$ cat src/rtl/data_memory_mc.sv
// data_memory_mc
//   Multi-cycle, byte-addressable data memory for the MEM stage. An access is
//   accepted on Req while not busy. It completes LATENCY cycles later with a
//   one-cycle Valid pulse. Illegal accesses report Fault instead of touching
//   the array.
//
// Ports
//   clk      : clock, all state changes on the rising edge
//   rst      : synchronous active-high reset; preloads the array, aborts access
//   Req      : access request, sampled only while Busy = 0
//   WrEn     : 1 = store, 0 = load
//   ByteOp   : 1 = byte access, 0 = full-word access
//   SignExt  : byte loads only, 1 = sign-extend, 0 = zero-extend
//   Address  : byte address (word index in upper bits, lane in low LB bits)
//   DataIn   : store data (byte stores use DataIn[7:0])
//   DataOut  : registered load result, held until the next load response
//   Valid    : one-cycle response pulse
//   Busy     : access in flight, new requests ignored
//   Fault    : registered, qualifies the response as illegal
module data_memory_mc #(
    parameter int DATA_W  = 16,
    parameter int ADDR_W  = 16,
    parameter int DEPTH   = 32,
    parameter int LATENCY = 2
) (
    input  logic              clk,
    input  logic              rst,
    input  logic              Req,
    input  logic              WrEn,
    input  logic              ByteOp,
    input  logic              SignExt,
    input  logic [ADDR_W-1:0] Address,
    input  logic [DATA_W-1:0] DataIn,
    output logic [DATA_W-1:0] DataOut,
    output logic              Valid,
    output logic              Busy,
    output logic              Fault
);

    localparam int LANES = DATA_W / 8;
    localparam int LB    = $clog2(LANES);
    localparam int AW    = $clog2(DEPTH);
    localparam int IW    = ADDR_W - LB;
    localparam int CW    = $clog2(LATENCY + 1);

    typedef enum logic [1:0] {
        S_IDLE,
        S_WAIT,
        S_RESP
    } state_t;

    // ------------------------------------------------------------------
    // Helper functions
    // ------------------------------------------------------------------
    function automatic logic [DATA_W-1:0] preload_word(input int idx);
        logic [DATA_W-1:0] v;
        v = '0;
        case (idx)
            0:       v = DATA_W'(16'h2BCD);
            1:       v = DATA_W'(16'h0000);
            2:       v = DATA_W'(16'h1234);
            3:       v = DATA_W'(16'hDEAD);
            4:       v = DATA_W'(16'hBEEF);
            default: v = '0;
        endcase
        return v;
    endfunction

    // Replace either the whole word or just the addressed lane.
    function automatic logic [DATA_W-1:0] store_merge(
        input logic [DATA_W-1:0] old_word,
        input logic [DATA_W-1:0] wdata,
        input logic [LB-1:0]     lane,
        input logic              byte_op
    );
        logic [DATA_W-1:0] w;
        if (byte_op) begin
            w = old_word;
            for (int l = 0; l < LANES; l++) begin
                if (lane == LB'(l)) begin
                    w[8*l +: 8] = wdata[7:0];
                end
            end
        end else begin
            w = wdata;
        end
        return w;
    endfunction

    // Extract the addressed byte and widen it (signed widening replicates bit 7).
    function automatic logic [DATA_W-1:0] load_extract(
        input logic [DATA_W-1:0] word,
        input logic [LB-1:0]     lane,
        input logic              byte_op,
        input logic              sign_ext
    );
        logic        [7:0]        b;
        logic signed [7:0]        bs;
        logic signed [DATA_W-1:0] sx;
        logic        [DATA_W-1:0] r;
        b = '0;
        for (int l = 0; l < LANES; l++) begin
            if (lane == LB'(l)) begin
                b = word[8*l +: 8];
            end
        end
        bs = signed'(b);
        sx = bs;
        if (!byte_op) begin
            r = word;
        end else if (sign_ext) begin
            r = unsigned'(sx);
        end else begin
            r = {{(DATA_W-8){1'b0}}, b};
        end
        return r;
    endfunction

    // ------------------------------------------------------------------
    // State
    // ------------------------------------------------------------------
    logic [DATA_W-1:0] mem_q [DEPTH];

    state_t            state_q, state_d;
    logic [CW-1:0]     cnt_q, cnt_d;
    logic [DATA_W-1:0] dout_q, dout_d;
    logic              fault_q, fault_d;

    // Request fields captured at acceptance, used for the rest of the access
    logic [AW-1:0]     idx_q;
    logic [LB-1:0]     lane_q;
    logic [DATA_W-1:0] din_q;
    logic              wr_q;
    logic              bo_q;
    logic              se_q;
    logic              flt_q;

    // ------------------------------------------------------------------
    // Address decode of the live request
    // ------------------------------------------------------------------
    logic [IW-1:0] widx_live;
    logic [LB-1:0] lane_live;
    logic          range_hi;
    logic          fault_live;

    assign widx_live = Address[ADDR_W-1:LB];
    assign lane_live = Address[LB-1:0];

    // DEPTH is a power of two, so "index >= DEPTH" is any bit set above AW.
    generate
        if (IW > AW) begin : g_range
            assign range_hi = |widx_live[IW-1:AW];
        end else begin : g_norange
            assign range_hi = 1'b0;
        end
    endgenerate

    assign fault_live = range_hi | (!ByteOp && (lane_live != '0));

    // ------------------------------------------------------------------
    // FSM next state
    // ------------------------------------------------------------------
    logic accept;
    logic commit;

    always_comb begin
        state_d = state_q;
        cnt_d   = cnt_q;
        accept  = 1'b0;
        commit  = 1'b0;
        case (state_q)
            S_IDLE, S_RESP: begin
                if (Req) begin
                    accept = 1'b1;
                    if (LATENCY == 1) begin
                        // Single-cycle: commit straight from the live inputs
                        commit  = 1'b1;
                        state_d = S_RESP;
                    end else begin
                        state_d = S_WAIT;
                        cnt_d   = CW'(LATENCY - 1);
                    end
                end else begin
                    state_d = S_IDLE;
                end
            end
            S_WAIT: begin
                if (cnt_q == CW'(1)) begin
                    commit  = 1'b1;
                    state_d = S_RESP;
                end else begin
                    cnt_d = cnt_q - CW'(1);
                end
            end
            default: state_d = S_IDLE;
        endcase
    end

    // ------------------------------------------------------------------
    // Commit datapath: latched fields in WAIT, live fields otherwise
    // ------------------------------------------------------------------
    logic              use_latched;
    logic [AW-1:0]     a_idx;
    logic [LB-1:0]     a_lane;
    logic [DATA_W-1:0] a_din;
    logic              a_wr;
    logic              a_bo;
    logic              a_se;
    logic              a_flt;
    logic [DATA_W-1:0] rd_word;
    logic [DATA_W-1:0] wr_word_d;

    assign use_latched = (state_q == S_WAIT);
    assign a_idx  = use_latched ? idx_q  : widx_live[AW-1:0];
    assign a_lane = use_latched ? lane_q : lane_live;
    assign a_din  = use_latched ? din_q  : DataIn;
    assign a_wr   = use_latched ? wr_q   : WrEn;
    assign a_bo   = use_latched ? bo_q   : ByteOp;
    assign a_se   = use_latched ? se_q   : SignExt;
    assign a_flt  = use_latched ? flt_q  : fault_live;

    assign rd_word   = mem_q[a_idx];
    assign wr_word_d = store_merge(rd_word, a_din, a_lane, a_bo);

    always_comb begin
        dout_d  = dout_q;
        fault_d = fault_q;
        if (commit) begin
            fault_d = a_flt;
            // Faulting accesses and stores leave DataOut untouched
            if (!a_flt && !a_wr) begin
                dout_d = load_extract(rd_word, a_lane, a_bo, a_se);
            end
        end
    end

    // ------------------------------------------------------------------
    // Registers
    // ------------------------------------------------------------------
    always_ff @(posedge clk) begin
        if (rst) begin
            state_q <= S_IDLE;
            cnt_q   <= '0;
            dout_q  <= '0;
            fault_q <= 1'b0;
            idx_q   <= '0;
            lane_q  <= '0;
            din_q   <= '0;
            wr_q    <= 1'b0;
            bo_q    <= 1'b0;
            se_q    <= 1'b0;
            flt_q   <= 1'b0;
            for (int i = 0; i < DEPTH; i++) begin
                mem_q[i] <= preload_word(i);
            end
        end else begin
            state_q <= state_d;
            cnt_q   <= cnt_d;
            dout_q  <= dout_d;
            fault_q <= fault_d;
            if (accept) begin
                idx_q  <= widx_live[AW-1:0];
                lane_q <= lane_live;
                din_q  <= DataIn;
                wr_q   <= WrEn;
                bo_q   <= ByteOp;
                se_q   <= SignExt;
                flt_q  <= fault_live;
            end
            if (commit && a_wr && !a_flt) begin
                mem_q[a_idx] <= wr_word_d;
            end
        end
    end

    // Outputs are decoded from registered state only
    assign DataOut = dout_q;
    assign Fault   = fault_q;
    assign Valid   = (state_q == S_RESP);
    assign Busy    = (state_q == S_WAIT);

endmodule

$ cat config.mk
export PLATFORM = sky130hd
export DESIGN_NAME = data_memory_mc
export DESIGN_NICKNAME = d
export VERILOG_FILES = /design/src/rtl/data_memory_mc.sv
export SDC_FILE = /design/constraint.sdc
export NUM_CORES = 1
export LEC_CHECK = 0
export ABC_CLOCK_PERIOD_IN_PS = 4500
export BUFFER_PORTS_ARGS = -buffer_cell sky130_fd_sc_hd__buf_2
export CORE_MARGIN = 8
export CORE_UTILIZATION = 46
export CTS_CLUSTER_DIAMETER = 200
export DETAILED_ROUTE_END_ITERATION = 8
export PLACE_DENSITY_LB_ADDON = 0.05
export SLEW_MARGIN = 20
export SYNTH_ARGS = -nofsm -noshare
export SYNTH_HDL_FRONTEND = slang
export SYNTH_SLANG_ARGS = --single-unit
$ cat constraint.sdc
create_clock -name clk -period 4.5 [get_ports clk]
set_clock_uncertainty 0.1 [all_clocks]
set_input_delay 0.675 -clock clk [delete_from_list [all_inputs] [get_ports clk]]
set_output_delay 0.675 -clock clk [all_outputs]
set_load 0.02 [all_outputs]
Yosys cells after proc, flatten, opt, wreduce, memory -nomap -nowiden --
Memory sizes are Yosys's and may differ from the RTL's. Cells that the tools add are included.
Operators by class: $add $sub $neg 1, muxes and demuxes 36, equal/unequal tests 6, bitwise operators 1, reductions and logical operators 14
Operators with widths (count):
- 16-bit 2-to-1 mux | 10
- 8-bit 2-to-1 mux | 3
- 1-bit 2-to-1 mux | 16
- 16-bit OR reduction | 1
- 5-bit 2-to-1 mux | 2
- 10-bit OR reduction | 1
- 2-bit one-hot mux with 2 select lines | 2
- 2-bit 2-to-1 mux | 3
- 2-bit by 1-bit equality test with 1-bit output, second input constant | 2
- 1-bit logical AND | 4
- 2-bit inequality test, second input constant | 2
- 1-bit logical NOT | 3
- 3-bit AND reduction | 1
- 2-bit equality test, second input constant | 1
- 2-bit logical NOT | 1
- 2-bit by 1-bit inequality test with 1-bit output, second input constant | 1
- 2-bit AND reduction | 1
- 2-bit nonzero test | 1
- 2-bit OR reduction | 1
- 2-bit by 1-bit subtractor with 2-bit output, second input constant | 1
- 1-bit OR | 1
Word-level totals: input bits 38, output and inout port bits 19, bits in writable memories 512, logic and storage cells 70, bits in registers 47, memories kept 1
Memories:
- mem_q | depth 32, bits a word 16, rd ports 1, clocked after Yosys merged registers in 0, write ports 32, RTL line 122 | logic [DATA_W-1:0] mem_q [DEPTH];

Logic depth before layout (Yosys ltp) --
Gate-level depths: netlist (run 1).
word-level depth 11, gate-level depth with buffers 13, depth with buffers taken out 9

Worst setup path after synthesis (run 1) --
OpenSTA, ideal clock, no wires.
path kind reg-to-reg, start point register state_q[1], end point memory mem_q[16][0] (enable), data required time 4.025 ns, clock period less this slack 3.219 ns, data arrival time 2.744 ns, library setup time 0.375 ns, cell stages (with the launch flop) 11, setup slack 1.281 ns, path buffers 3, cell sequence dfxtp_1 nand2b_1 buf_6 buf_2 inv_1 nand2_1 or4b_2 clkbuf_1 nor2_1 nand2_1 nand2b_1
RTL lines:
- from (decl) | RTL line 124 | state_t state_q, state_d;
- from (signal assigned) | RTL line 257 | state_q <= state_d;
- to (decl) | RTL line 122

==> results.sh, run 1 <==
export IMPL_dp_final_hpwl_um=50900
export IMPL_placeableCoreArea_um2=51500
export IMPL_initial_core_util_pct=46.6
export IMPL_drt_iter0_drc=1775
export IMPL_final_min_clock_period_ns=4.23
export IMPL_fmax_mhz=237
export IMPL_final_min_period_over_clock_period_pct=93.9
export IMPL_hp_class="primary input to register"
export IMPL_fp_dieH_um=245
export IMPL_grt_pass1_vias=16560
export IMPL_holdBufCountCts=0
export IMPL_num_vias=16793
export IMPL_number_of_max_capacitance_violations_reported=0
export IMPL_final_area_um2=27800
export IMPL_power_per_cell_area_nw_per_um2=445
export IMPL_netlist_top_cells_count="sky130_fd_sc_hd__edfxtp_1, sky130_fd_sc_hd__nor2_1, sky130_fd_sc_hd__nand2_1, sky130_fd_sc_hd__a221oi_1, sky130_fd_sc_hd__a22o_1"
export IMPL_ff_latch_area_um2=16300
export IMPL_timing_worst_setup_path_type="register to register"
export IMPL_cts_clk_slew_worst_paths_ns=0.06
export IMPL_synth_area_leaders="sky130_fd_sc_hd__edfxtp_1, sky130_fd_sc_hd__nor2_1, sky130_fd_sc_hd__a221oi_1"
export IMPL_detailedRoute_firstPassIterationCount=5
export IMPL_syn_nets=1963
export IMPL_critPathRequiredTime_ns=4.75
export IMPL_timing_final_max_slew_violations=0
export IMPL_ctsLongestPathBuffers=3
export IMPL_crit_path_end_kind="register"
export IMPL_globalRouteTotalUtil_pct=25.2
export IMPL_htree_levels=2
export IMPL_setup_violators_final=0
export IMPL_synth_largest_area_cell="sky130_fd_sc_hd__edfxtp_1"
export IMPL_antenna_violations_before_repair=2
export IMPL_clock_sink_count=559
export IMPL_die_area_um2=59800
export IMPL_ir_drop_v=0.000361
export IMPL_io_pin_count=57
export IMPL_synthCells=1924
export IMPL_route_detailed_vias_per_inst=6.08
export IMPL_cts_resized=0
export IMPL_die_x_um=245
export IMPL_synth_seq_cells=559
export IMPL_synth_yosys_warnings=0
export IMPL_synth_cell_types=52
export IMPL_postSynth_asyncResetShare_pct=0
export IMPL_rows=83
export IMPL_timing_setup_tns_ns=0
export IMPL_wl_um=76700
export IMPL_port_buffers=56
export IMPL_filler_cell_count=4473
export IMPL_post_synth_instance_area_um2=24000
export IMPL_count_leader_synth="sky130_fd_sc_hd__edfxtp_1"
export IMPL_grt_pass1_wl_um=112000
export IMPL_synth_area_per_cell_um2=12.5
export IMPL_grt_setup_unrepaired="no"
export IMPL_status="complete, no violations"
export IMPL_cts_post_setup_buffers_inserted=0
export IMPL_synthToLayoutAreaGrowth_pct=15.7
export IMPL_synth_yosys_seq_area_share_pct=67.9
export IMPL_ctsRootBufferMaster="sky130_fd_sc_hd__clkbuf_16"
export IMPL_worst_endpoint_arrival_ns=4.48
export IMPL_slew_worst_pin_ns=1.01
export IMPL_clock_latency_ns=0.63
export IMPL_drt_drc_violations_left=0
export IMPL_cts_tree="done"
export IMPL_globalRoute_totalOverflow=0
export IMPL_cts_made_buffers=59
export IMPL_layout_drive_gt1_share_pct=17.2
export IMPL_grt_start_max_net_pins=60
export IMPL_multiInputGateArea_um2=6860
export IMPL_final_antenna_net_count=0
export IMPL_proportion_of_netlist_area_held_by_the_largest_area_contributor_pct=64.0
export IMPL_startpoint_type_of_the_worst_setup_path="register"
export IMPL_dominantRegCellSynth="sky130_fd_sc_hd__edfxtp_1"
export IMPL_placer_s_final_routability_congestion_estimate=0.896
export IMPL_worst_path_max_fanout=38
export IMPL_slew_headroom_pct=32.4
export IMPL_dpl_instance_area_um2=25900
export IMPL_leakagePower_nw=9.64
export IMPL_hold_violations=0
export IMPL_avgRoutedWirePerCell_um=27.8
export IMPL_n_antenna_cell=0
export IMPL_nets=2072
export IMPL_synth_enable_flop_cells=512
-- worst max-delay path, stage by stage, from the launching register on --
cell                       delay (ns)
sky130_fd_sc_hd__dfxtp_1         0.62
sky130_fd_sc_hd__nand2b_4        0.24
sky130_fd_sc_hd__a31o_4          0.43
sky130_fd_sc_hd__buf_12          0.23
sky130_fd_sc_hd__a22o_1          0.21
sky130_fd_sc_hd__a221oi_1        0.39
sky130_fd_sc_hd__o22ai_1         0.27
sky130_fd_sc_hd__or4_4           0.67
sky130_fd_sc_hd__a221oi_4        0.32
sky130_fd_sc_hd__buf_4           0.34
sky130_fd_sc_hd__nor2_1          0.08
-- flip-flops by register name, summed over array words and instances (netlist names) --
name / count
mem_q: 512
DataOut: 16
din_q: 16
idx_q: 5
cnt_q: 2
state_q: 2
Fault: 1
bo_q: 1
flt_q: 1
lane_q: 1
se_q: 1
wr_q: 1
-- area by class of cell --
| cell class | instances | area share [%] |
|---|---|---|
| Clock inverter | 37 | 1.13 |
| Multi-Input combinational cell | 1185 | 24.7 |
| Timing Repair Buffer | 221 | 6.68 |
| Clock buffer | 71 | 5.66 |
| Inverter | 7 | 0.0945 |
| Tap cell | 680 | 3.06 |
| Sequential cell | 559 | 58.7 |
-- cells in the final DEF, fill, tap and decap left out, types with 27 or more instances in the layout --
cell | Yosys | layout
sky130_fd_sc_hd__edfxtp_1 | 512 | 512
sky130_fd_sc_hd__nor2_1 | 503 | 503
sky130_fd_sc_hd__nand2_1 | 163 | 163
sky130_fd_sc_hd__buf_4 | 18 | 138
sky130_fd_sc_hd__a22o_1 | 112 | 112
sky130_fd_sc_hd__a221oi_1 | 112 | 111
sky130_fd_sc_hd__o22ai_1 | 92 | 92
sky130_fd_sc_hd__clkbuf_16 | 0 | 61
sky130_fd_sc_hd__buf_2 | 40 | 56
sky130_fd_sc_hd__dfxtp_1 | 47 | 47
sky130_fd_sc_hd__nand2b_1 | 43 | 42
sky130_fd_sc_hd__a21oi_1 | 28 | 28
sky130_fd_sc_hd__buf_12 | 0 | 27
-- through the flow --
step                instances  hold WS, ns  setup WS (ns)  total power, mW  util, %
finish                   2760        0.216          0.272             12.4     54.0
global route             2760        0.206          0.102             12.7     54.0
CTS                      2760        0.186          0.135             12.4     53.9
detailed placement       2652        0.344          0.162             7.67     50.3
global placement         2652        0.338          0.228             7.65     50.3
floorplan                1924        0.332           1.28             6.92        -
-- final timing paths --
path / startpoint / endpoint / slack [ns] / cells past startpoint
min: WrEn / wr_q / 0.22 / 3
min reg2reg: din_q[15] / din_q[15] / 0.35 / 2
max reg2reg: state_q[0] / mem_q[22][13] / 0.27 / 10
max: state_q[0] / mem_q[22][13] / 0.27 / 10
-- metal layers --
metal  vias to the layer above  share of wire [%]  track usage [%]
met5                         -                  0                0
met4                         0                3.3             8.38
met3                       136                7.7             4.34
met2                       704                 48             41.0
met1                      8524                 41             34.1
li1                       7429                  -                -
-- power by group --
part / total [mW] / internal [mW] / leakage [nW] / switching, mW
Combinational: 1.70 / 0.548 / 3.19 / 1.15
Sequential: 5.88 / 5.82 / 5.53 / 0.0620
Clock: 4.79 / 2.76 / 0.925 / 2.03
-- cells by family after synthesis --
| group | Yosys count | share of synthesized area [%] |
|---|---|---|
| buffers and inverters | 180 | 3.96 |
| AO/OA/AOI/OAI | 398 | 13.4 |
| AND/OR/NAND/NOR | 762 | 13.2 |
| flip-flops | 559 | 67.9 |
| adder cells (fa/ha/maj) | 1 | 0.0521 |
| multiplexers | 24 | 1.41 |
Note: power is estimated with default switching activity, not from simulation.
==> inputs of run 2 (changes only) <==
- RECOVER_POWER: not set -> 25
==> results.sh, run 2 (synthesized netlist as in run 1, its figures left out) <==
export IMPL_status="finished, violations left"
export IMPL_violated_checks="max-capacitance violations, max-slew violations"
export IMPL_globalRoute_totalOverflow=0
export IMPL_layout_drive_gt1_share_pct=15.8
export IMPL_globalRouteTotalUtil_pct=25.2
export IMPL_ir_drop_v=0.000361
export IMPL_fmax_mhz=234
export IMPL_largest_reg_flops=512
export IMPL_die_x_um=245
export IMPL_utilization_pct=53.8
export IMPL_power_per_cell_area_nw_per_um2=446
export IMPL_num_vias=16878
export IMPL_die_area_um2=59800
export IMPL_grt_pass1_wl_um=112000
export IMPL_dp_final_hpwl_um=50900
export IMPL_final_antenna_net_count=0
export IMPL_grt_setup_unrepaired="no"
export IMPL_logic_pwr_share_pct=13.7
export IMPL_timing_final_max_slew_violations=31
export IMPL_ctsRootBufferMaster="sky130_fd_sc_hd__clkbuf_16"
export IMPL_mostFrequentLayoutCell="sky130_fd_sc_hd__edfxtp_1"
export IMPL_nets=2072
export IMPL_worst_path_max_fanout=28
export IMPL_slew_worst_pin_ns=2.11
export IMPL_timing_reg2reg_setup_slack_ns=0.23
export IMPL_clock_sink_count=559
export IMPL_final_min_clock_period_ns=4.27
export IMPL_cts_made_buffers=59
export IMPL_hp_class="primary input to register"
export IMPL_hold_violations=0
export IMPL_timing_worst_setup_path_type="register to register"
export IMPL_fp_dieH_um=245
export IMPL_n_antenna_cell=0
export IMPL_route_detailed_vias_per_inst=6.12
export IMPL_worst_endpoint_arrival_ns=4.49
export IMPL_cts_tree="done"
export IMPL_detailedRoute_firstPassIterationCount=5
export IMPL_placeableCoreArea_um2=51500
export IMPL_drt_drc_violations_left=0
export IMPL_critPathRequiredTime_ns=4.72
export IMPL_ctsLongestPathBuffers=3
export IMPL_final_min_period_over_clock_period_pct=94.9
export IMPL_final_area_um2=27700
export IMPL_design_power_total_mw=12.4
export IMPL_grt_start_max_net_pins=60
export IMPL_cts_post_setup_buffers_inserted=0
export IMPL_clock_power_share_pct=38.8
export IMPL_largest_register="mem_q"
export IMPL_seq_power_share_pct=47.6
export IMPL_ff_latch_area_um2=16300
export IMPL_port_buffers=56
export IMPL_placer_s_final_routability_congestion_estimate=0.896
export IMPL_total_switching_power_mw=3.24
export IMPL_multiInputGateArea_um2=6850
export IMPL_setup_violators_final=0
export IMPL_rows=83
export IMPL_crit_path_end_kind="register"
export IMPL_drt_iter0_drc=1629
export IMPL_power_report_internal_total_mw=9.12
export IMPL_initial_core_util_pct=46.6
export IMPL_leakagePower_nw=9.51
export IMPL_final_cell_mix="sky130_fd_sc_hd__edfxtp_1, sky130_fd_sc_hd__nor2_1, sky130_fd_sc_hd__nand2_1"
export IMPL_wl_um=76800
export IMPL_holdBufCountCts=0
export IMPL_number_of_max_capacitance_violations_reported=1
export IMPL_htree_levels=2
export IMPL_clock_latency_ns=0.62
export IMPL_sw_frac_of_total_pct=26.2
export IMPL_startpoint_type_of_the_worst_setup_path="register"
export IMPL_grt_pass1_vias=16560
export IMPL_dpl_instance_area_um2=25900
export IMPL_antenna_violations_before_repair=2
export IMPL_avgRoutedWirePerCell_um=27.8
export IMPL_timing_setup_tns_ns=0
export IMPL_synthToLayoutAreaGrowth_pct=15.3
export IMPL_io_pin_count=57
export IMPL_filler_cell_count=4489
export IMPL_cts_clk_slew_worst_paths_ns=0.06
export IMPL_slew_headroom_pct=-40.8
[run 2: cell count changes in the layout (fill, tap and decap cells not counted), sizes merged]
cell    delta
clkbuf    +34
buf       -34
[run 2: stage by stage]
stage | instances | setup slack [ns] | hold WS [ns]
after floorplan | 1924 | 1.28 | 0.332
after global placement | 2652 | 0.228 | 0.338
after detailed placement | 2652 | 0.162 | 0.344
after CTS | 2760 | 0.135 | 0.186
after global routing | 2760 | 0.0643 | 0.206
final | 2760 | 0.231 | 0.215
[run 2: path summary, 6_finish.rpt]
kind / startpoint / to / cells past startpoint
hold reg to reg: din_q[15] / din_q[15] / 2
setup reg to reg: state_q[0] / mem_q[19][12] / 10
setup / recovery: state_q[0] / mem_q[19][12] / 10
hold / removal: WrEn / wr_q / 3
[run 2: timing repair]
action,4_1_cts,5_1_grt
endpoints found under the setup margin,0,32
gates resized for setup,0,2
endpoints found under the hold margin,0,0
[run 2: power groups by stage]
stage	Combinational (mW)	Sequential [mW]	Clock [mW]
2_1_floorplan	0.942	5.98	0
3_3_place_gp	1.67	5.98	0
3_5_place_dp	1.68	5.99	0
4_1_cts	1.69	5.88	4.86
5_1_grt	1.76	5.90	5.04
6_report	1.69	5.88	4.79
[run 2: per-layer routing]
layer	vias up	GRT usage, %	share of wire [%]
li1	7425	-	-
met1	8601	34.1	41
met2	727	41.0	48
met3	125	4.34	8.1
met4	0	8.38	3.3
met5	-	0	0
[run 2: cell type report]
type | instances | share of cell area (%)
flip-flops and latches | 559 | 58.9
multi-input cells | 1185 | 24.7
repair buffers | 221 | 6.40
clock buffers | 71 | 5.68
well taps | 680 | 3.07
clock inverters | 37 | 1.14
inverters | 7 | 0.0949
[run 2: worst max-delay path, stage by stage, from the launching register on]
cell and delay (ns):
sky130_fd_sc_hd__dfxtp_1 0.59, sky130_fd_sc_hd__nand2b_4 0.23, sky130_fd_sc_hd__buf_4 0.29, sky130_fd_sc_hd__inv_1 0.19
sky130_fd_sc_hd__nand2_1 0.17, sky130_fd_sc_hd__or4b_2 0.84, sky130_fd_sc_hd__nor2_1 0.20, sky130_fd_sc_hd__clkbuf_1 0.51
sky130_fd_sc_hd__nand2_1 0.16, sky130_fd_sc_hd__nand2b_1 0.36, sky130_fd_sc_hd__buf_4 0.30
